$ cat src/rtl/sequential_divider_if.sv
// Start/busy/done bundle for the sequential divider: operands in, registered results out.
interface sequential_divider_if #(
  parameter int DW = 16,
  parameter int VW = 8
);
  // start is sampled only while busy is low; results and div_by_zero are
  // valid in the single cycle that done is high and hold until the next done.
  logic          start;
  logic [DW-1:0] dividend;
  logic [VW-1:0] divisor;
  logic [DW-1:0] quotient;
  logic [VW-1:0] remainder;
  logic          div_by_zero;
  logic          busy;
  logic          done;

  modport master (
    output start, dividend, divisor,
    input  quotient, remainder, div_by_zero, busy, done
  );

  modport slave (
    input  start, dividend, divisor,
    output quotient, remainder, div_by_zero, busy, done
  );
endinterface

$ cat src/rtl/sequential_divider.sv
// Unsigned radix-2 restoring divider producing one quotient bit per clock.
// A result is presented DW+1 cycles after the accepted start, whatever the data.
module sequential_divider #(
  parameter int DW = 16,
  parameter int VW = 8
) (
  input  logic                 clk,
  input  logic                 reset,
  sequential_divider_if.slave  bus,
  output logic [1:0]           state_dbg
);
  localparam int CW = $clog2(DW + 1);
  localparam logic [CW-1:0] LAST = CW'(DW - 1);

  typedef enum logic [1:0] {
    IDLE = 2'd0,
    DIV  = 2'd1,
    DONE = 2'd2
  } state_t;

  state_t        state, state_n;
  logic [DW-1:0] q_reg;
  logic [VW-1:0] d_reg;
  logic [VW-1:0] r_reg;
  logic [VW-1:0] dvd_lo;
  logic [CW-1:0] cnt;
  logic          dbz;

  // The trial value is one bit wider than the divisor so the compare and
  // subtract cannot overflow; the stored remainder always fits in VW bits.
  logic [VW:0]   trial;
  logic [VW:0]   diff;
  logic          fits;

  assign trial = {r_reg, q_reg[DW-1]};
  assign diff  = trial - {1'b0, d_reg};
  assign fits  = (trial >= {1'b0, d_reg});

  assign state_dbg = state;
  assign bus.busy  = (state != IDLE);

  always_ff @(posedge clk or posedge reset) begin
    if (reset) state <= IDLE;
    else       state <= state_n;
  end

  always_comb begin
    state_n = state;
    case (state)
      IDLE:    if (bus.start) state_n = DIV;
      DIV:     if (cnt == LAST) state_n = DONE;
      DONE:    state_n = IDLE;
      default: state_n = IDLE;
    endcase
  end

  always_ff @(posedge clk or posedge reset) begin
    if (reset) begin
      q_reg           <= '0;
      d_reg           <= '0;
      r_reg           <= '0;
      dvd_lo          <= '0;
      cnt             <= '0;
      dbz             <= 1'b0;
      bus.quotient    <= '0;
      bus.remainder   <= '0;
      bus.div_by_zero <= 1'b0;
      bus.done        <= 1'b0;
    end else begin
      bus.done <= 1'b0;
      case (state)
        IDLE: begin
          if (bus.start) begin
            q_reg  <= bus.dividend;
            d_reg  <= bus.divisor;
            dvd_lo <= bus.dividend[VW-1:0];
            r_reg  <= '0;
            cnt    <= '0;
            dbz    <= (bus.divisor == '0);
          end
        end
        DIV: begin
          q_reg <= {q_reg[DW-2:0], fits};
          r_reg <= fits ? diff[VW-1:0] : trial[VW-1:0];
          cnt   <= cnt + 1'b1;
        end
        DONE: begin
          // A zero divisor still runs all iterations; the garbage is replaced here.
          if (dbz) begin
            bus.quotient    <= '1;
            bus.remainder   <= dvd_lo;
            bus.div_by_zero <= 1'b1;
          end else begin
            bus.quotient    <= q_reg;
            bus.remainder   <= r_reg;
            bus.div_by_zero <= 1'b0;
          end
          bus.done <= 1'b1;
        end
        default: ;
      endcase
    end
  end
endmodule

$ cat src/flat_wrapper.sv
// flat-port wrapper written by rule: the top's interface ports become plain ports
module sequential_divider_flat 
#(
  parameter int DW = 16,
  parameter int VW = 8
)
  (clk, reset, state_dbg, bus_start, bus_dividend, bus_divisor, bus_quotient, bus_remainder, bus_div_by_zero, bus_busy, bus_done);
  sequential_divider_if #(.DW(DW), .VW(VW)) bus_i ();
  input  logic clk;
  input  logic reset;
  output logic [1:0] state_dbg;
  input wire logic [$bits(bus_i.start)-1:0] bus_start;
  input wire logic [$bits(bus_i.dividend)-1:0] bus_dividend;
  input wire logic [$bits(bus_i.divisor)-1:0] bus_divisor;
  output wire logic [$bits(bus_i.quotient)-1:0] bus_quotient;
  output wire logic [$bits(bus_i.remainder)-1:0] bus_remainder;
  output wire logic [$bits(bus_i.div_by_zero)-1:0] bus_div_by_zero;
  output wire logic [$bits(bus_i.busy)-1:0] bus_busy;
  output wire logic [$bits(bus_i.done)-1:0] bus_done;
  assign bus_i.start = bus_start;
  assign bus_i.dividend = bus_dividend;
  assign bus_i.divisor = bus_divisor;
  assign bus_quotient = bus_i.quotient;
  assign bus_remainder = bus_i.remainder;
  assign bus_div_by_zero = bus_i.div_by_zero;
  assign bus_busy = bus_i.busy;
  assign bus_done = bus_i.done;
  sequential_divider #(.DW(DW), .VW(VW)) u_core (.clk(clk), .reset(reset), .bus(bus_i), .state_dbg(state_dbg));
endmodule
$ cat config.mk
export PLATFORM = sky130hd
export DESIGN_NAME = sequential_divider_flat
export DESIGN_NICKNAME = d
export VERILOG_FILES = /design/src/rtl/sequential_divider_if.sv /design/src/rtl/sequential_divider.sv /design/src/flat_wrapper.sv
export SDC_FILE = /design/constraint.sdc
export NUM_CORES = 1
export LEC_CHECK = 0
export ABC_CLOCK_PERIOD_IN_PS = 4200
export BUFFER_PORTS_ARGS = -buffer_cell sky130_fd_sc_hd__clkbuf_2
export CAP_MARGIN = 40
export CORE_MARGIN = 2
export CORE_UTILIZATION = 50
export CTS_CLUSTER_DIAMETER = 40
export CTS_CLUSTER_SIZE = 14
export DETAILED_ROUTE_END_ITERATION = 8
export PLACE_DENSITY = 0.69
export SLEW_MARGIN = 20
export SYNTH_ARGS = -nofsm -noshare
export SYNTH_HDL_FRONTEND = slang
export SYNTH_SLANG_ARGS = --single-unit
export TNS_END_PERCENT = 50
$ cat constraint.sdc
create_clock -name clk -period 4.2 [get_ports clk]
set_input_delay 0.42 -clock clk [delete_from_list [all_inputs] [get_ports clk]]
set_output_delay 0.42 -clock clk [all_outputs]
set_load 0.005 [all_outputs]
After elaboration in Yosys (flattened, before gate mapping)
Index checks and enable logic that the tools add are counted.
{ "totals": {"reg_bits": 74, "inputBits": 27, "elab_cells": 40} }
{ "op_classes": {"add_sub_neg": 2, "n_lt_le_gt_ge": 1, "n_eq_ne": 5, "mux": 14, "reduce_logical": 7} }
{ "ops": {"columns": ["cell", "count"], "rows": [
  ["16-bit 2-to-1 mux", 2],
  ["16-bit one-hot mux with 2 select lines", 1],
  ["8-bit 2-to-1 mux", 3],
  ["8-bit one-hot mux with 2 select lines", 1],
  ["5-bit one-hot mux with 2 select lines", 1],
  ["9-bit by 8-bit greater-or-equal comparator with 1-bit output", 1],
  ["8-bit zero test", 1],
  ["8-bit subtractor", 1],
  ["2-bit AND reduction", 3],
  ["5-bit by 1-bit adder with 5-bit output, second input constant", 1],
  ["5-bit by 4-bit == test with 1-bit output, second input constant", 1],
  ["5-bit 2-to-1 mux", 1],
  ["2-bit 2-to-1 mux", 2],
  ["2-bit one-hot mux with 2 select lines", 1],
  ["2-bit nonzero test", 2],
  ["2-bit by 1-bit == test with 1-bit output, second input constant", 1],
  ["2-bit == test, second input constant", 1],
  ["2-bit zero test", 1],
  ["1-bit 2-to-1 mux", 2],
  ["2-bit by 1-bit != test with 1-bit output, second input constant", 1],
  ["2-bit != test, second input constant", 1]
]} }

Logic depth before layout (Yosys ltp)
{ "depth": {"word_depth": 3, "ltp_mapped": 9, "ltp_nobuf": 8} }

Worst setup path after synthesis
No wires, ideal clock.
{ "synth_path": {"path_kind": "reg2reg", "from": "reg u_core.r_reg[3]", "to": "reg u_core.r_reg[1]", "t_arrival_ns": 1.753, "t_required_ns": 4.123, "setup_slack_ns": 2.370, "stages_incl_launch_ff": 7, "path_buffers": 0, "synth_period_minus_slack_ns": 1.830, "cell_sequence": "dfrtp_1 ha_1 o2111ai_1 o221ai_1 a31oi_2 mux2_2 o21ai_1"} }
{ "synth_via": {"elab_chain_cells": 3} }
{ "synth_rtl": {"columns": ["element", "line", "source"], "rows": [
  ["start, declared", "sequential_divider.sv:24", "logic [VW-1:0] r_reg;"],
  ["start signal, assigned", "sequential_divider.sv:84", "r_reg <= fits ? diff[VW-1:0] : trial[VW-1:0];"],
  ["9-bit by 8-bit greater-or-equal comparator with 1-bit output", "sequential_divider.sv:37", "assign fits = (trial >= {1'b0, d_reg});"],
  ["8-bit 2-to-1 mux", "sequential_divider.sv:84", null],
  ["8-bit one-hot mux with 2 select lines", "sequential_divider.sv:71", "case (state)"]
]} }
Every way passes these cells.
A chain may end at the register's enable or synchronous reset.

Final worst setup path
Same ends and word-level chain as after synthesis.

==> results.sh <==
export IMPL_status="complete, no violations"
export IMPL_internal_power_mw=1.922
export IMPL_drv_cap=0
export IMPL_grt_max_degree=51
export IMPL_async_flop_share_pct=100.0
export IMPL_netSwitchingPower_mw=1.355
export IMPL_arrival_ns=2.66
export IMPL_fp_dieH_um=87.72
export IMPL_cp_required_ns=4.48
export IMPL_met2_length_mm=3.326
export IMPL_tightest_slew_ns=0.6443
export IMPL_utilization_pct=60.22
export IMPL_peakVddDrop_mv=0.3169
export IMPL_ant_nets=0
export IMPL_cts_tree="yes"
export IMPL_ioPinCount=56
export IMPL_numPortBuffers=55
export IMPL_clk_path_buf_depth=2
export IMPL_grt_pass1_wl_mm=12.61
export IMPL_power_frac_seq_pct=36.2
export IMPL_p_leak_nw=1.997
export IMPL_nNetsFinal=474
export IMPL_cts_resized=0
export IMPL_synth_top_area_cell="dfrtp_1"
export IMPL_antenna_found_initial=0
export IMPL_die_w_um=87.72
export IMPL_grt_ovfl_total=0
export IMPL_root_buffer="clkbuf_8"
export IMPL_multiInputGateArea_um2=1494
export IMPL_wl_per_cell_um=14.09
export IMPL_initial_utilization_pct=51.58
export IMPL_path_max_fanout=13
export IMPL_grt_pass1_vias=2575
export IMPL_setup_viol=0
export IMPL_synth_edf_count=0
export IMPL_crit_type="reg2reg"
export IMPL_max_freq_mhz=421.2
export IMPL_rows=30
export IMPL_drive_gt1_share_pct=19.95
export IMPL_num_vias=2798
export IMPL_drtIter0Drc=131
export IMPL_clock_sinks=74
export IMPL_clkLatencyLatePin_ns=0.35
export IMPL_place_area_um2=3885
export IMPL_worstSetupStartpointType="flip-flop"
export IMPL_cts_buffers=9
export IMPL_yosysWarnings=0
export IMPL_synth_nets=420
export IMPL_path_clk_slew_ns=0.08
export IMPL_antenna_cells=0
export IMPL_yosysMostFrequentCell="nand2_1"
export IMPL_vias_per_cell=5.210
export IMPL_fillers=606
export IMPL_power_density_nw_per_um2=801.0
export IMPL_tns_ns=0
export IMPL_power_frac_comb_pct=47.6
export IMPL_synth_seq_cells=74
export IMPL_dieArea_um2=7695
export IMPL_slew_headroom_pct=56.91
export IMPL_rsz0062_at_grt="no"
export IMPL_hold_viol=0
export IMPL_fin_skew_ns=0.006021
export IMPL_gp_congestion=0.9194
export IMPL_slew_viol_final=0
export IMPL_synth_top_area_share_pct=52.84
export IMPL_firstDrtPassIters=6
export IMPL_worst_setup_path_end_kind="flip-flop"
export IMPL_grtUsageTotal_pct=21.18
export IMPL_place_hpwl_mm=5.380
export IMPL_ys_top_cells_by_count="87 x nand2_1, 74 x dfrtp_1, 43 x o21ai_0"
export IMPL_h_tree_depth=3
export IMPL_synthFlopType="dfrtp_1"
export IMPL_synthCells=382
export IMPL_met3_length_um=244
export IMPL_syn_area_per_cell_um2=9.174
export IMPL_top_layer_used="met4"
export IMPL_power_share_switching_pct=41.36
export IMPL_power_total_mw=3.277
export IMPL_fp_coreArea_um2=6794
export IMPL_synth_cell_type_count=46
export IMPL_power_frac_clock_pct=16.2
export IMPL_final_area_um2=4091
export IMPL_drc=0
export IMPL_drt_total_wl_mm=7.565
export IMPL_seq_area_um2=1852
export IMPL_route_layer_met1_wl_mm=3.804
export IMPL_syn_to_final_growth_pct=16.74
export IMPL_hold_path_class="in2reg"
export IMPL_period_needed_ns=2.374
export IMPL_netlist_area_um2=3505
export IMPL_yosysSeqAreaShare_pct=52.84
export IMPL_synthTopCellsByArea="dfrtp_1 53%, nand2_1 9.3%, o21ai_0 6.1%, nor2_1 4.2%, ha_1 3.6%"
export IMPL_fin_crit_sh_pct=56.53
-- power groups by stage --
stage / clock network, mW / registers, mW / logic (mW)
6_report: 0.530 / 1.19 / 1.56
5_1_grt: 0.572 / 1.22 / 1.77
4_1_cts: 0.536 / 1.19 / 1.56
3_5_place_dp: 0 / 1.20 / 1.55
3_3_place_gp: 0 / 1.19 / 1.51
2_1_floorplan: 0 / 1.15 / 1.23
-- cell type report --
class                   count  share of cell area [%]
clock buffers              11                   3.700
clock inverters             5                  0.9174
inverters                  15                   1.376
multi-input cells         271                   36.51
flip-flops and latches     74                   45.26
well taps                  96                   2.936
repair buffers             65                   9.297
-- metrics by stage --
step / setup WS [ns] / hold WS, ns / std cells
2_1_floorplan: 1.898 / 0.4454 / 382
3_3_place_gp: 1.930 / 0.4578 / 516
3_5_place_dp: 1.885 / 0.3724 / 519
4_1_cts: 1.870 / 0.2766 / 536
5_1_grt: 1.712 / 0.2796 / 537
6_report: 1.826 / 0.2789 / 537
-- kinds of logic after synthesis --
| kind of cell | synth area share [%] |
|---|---|
| AO/OA/AOI/OAI | 14.75 |
| buffers and inverters | 4.534 |
| multiplexers | 3.784 |
| AND/OR/NAND/NOR | 19.46 |
| XOR/XNOR | 0.4999 |
| adder cells (fa/ha/maj) | 4.141 |
| flip-flops | 52.84 |
-- final timing paths --
path / from / endpoint / slack [ns] / cells past startpoint
max in group asynchronous: reset / u_core.d_reg[2] / 2.74 / 5
min in group asynchronous: reset / u_core.bus.remainder[6] / 0.54 / 3
min: bus_dividend[5] / u_core.dvd_lo[5] / 0.28 / 3
max: u_core.r_reg[3] / u_core.r_reg[1] / 1.83 / 6
max reg2reg: u_core.r_reg[3] / u_core.r_reg[1] / 1.83 / 6
min reg2reg: u_core.bus.remainder[7] / u_core.bus.remainder[7] / 0.48 / 2
-- per-layer routing --
metal / vias to the layer above / track usage, %
li1: 1406 / -
met1: 1315 / 31.57
met2: 61 / 30.65
met3: 16 / 3.016
met4: 0 / 9.650
met5: - / 0
-- cells in the final DEF (no fill, tap or decap), types with 4 or more instances in the layout --
master and instances:
clkbuf_8 11, nor2b_1 4, ha_1 10, nand2_1 87, mux2i_1 11, buf_4 6
dfrtp_1 74, o22ai_1 8, o21ai_0 43, a22oi_1 7, nor2_1 39, nand2b_1 4
nand3_1 13, clkbuf_2 55, inv_1 14
-- what timing repair did --
item	CTS	global route
hold buffers	1	0
endpoints found under the hold margin	12	0
setup buffers	0	0
-- worst max-delay path, stage by stage, from the launching register on --
cell,delay (ns)
dfrtp_1,0.42
ha_1,0.39
o21ai_0,0.34
nor3_2,0.08
a31oi_2,0.56
mux2_2,0.40
o21ai_1,0.11
(Power assumes the default switching activity.)
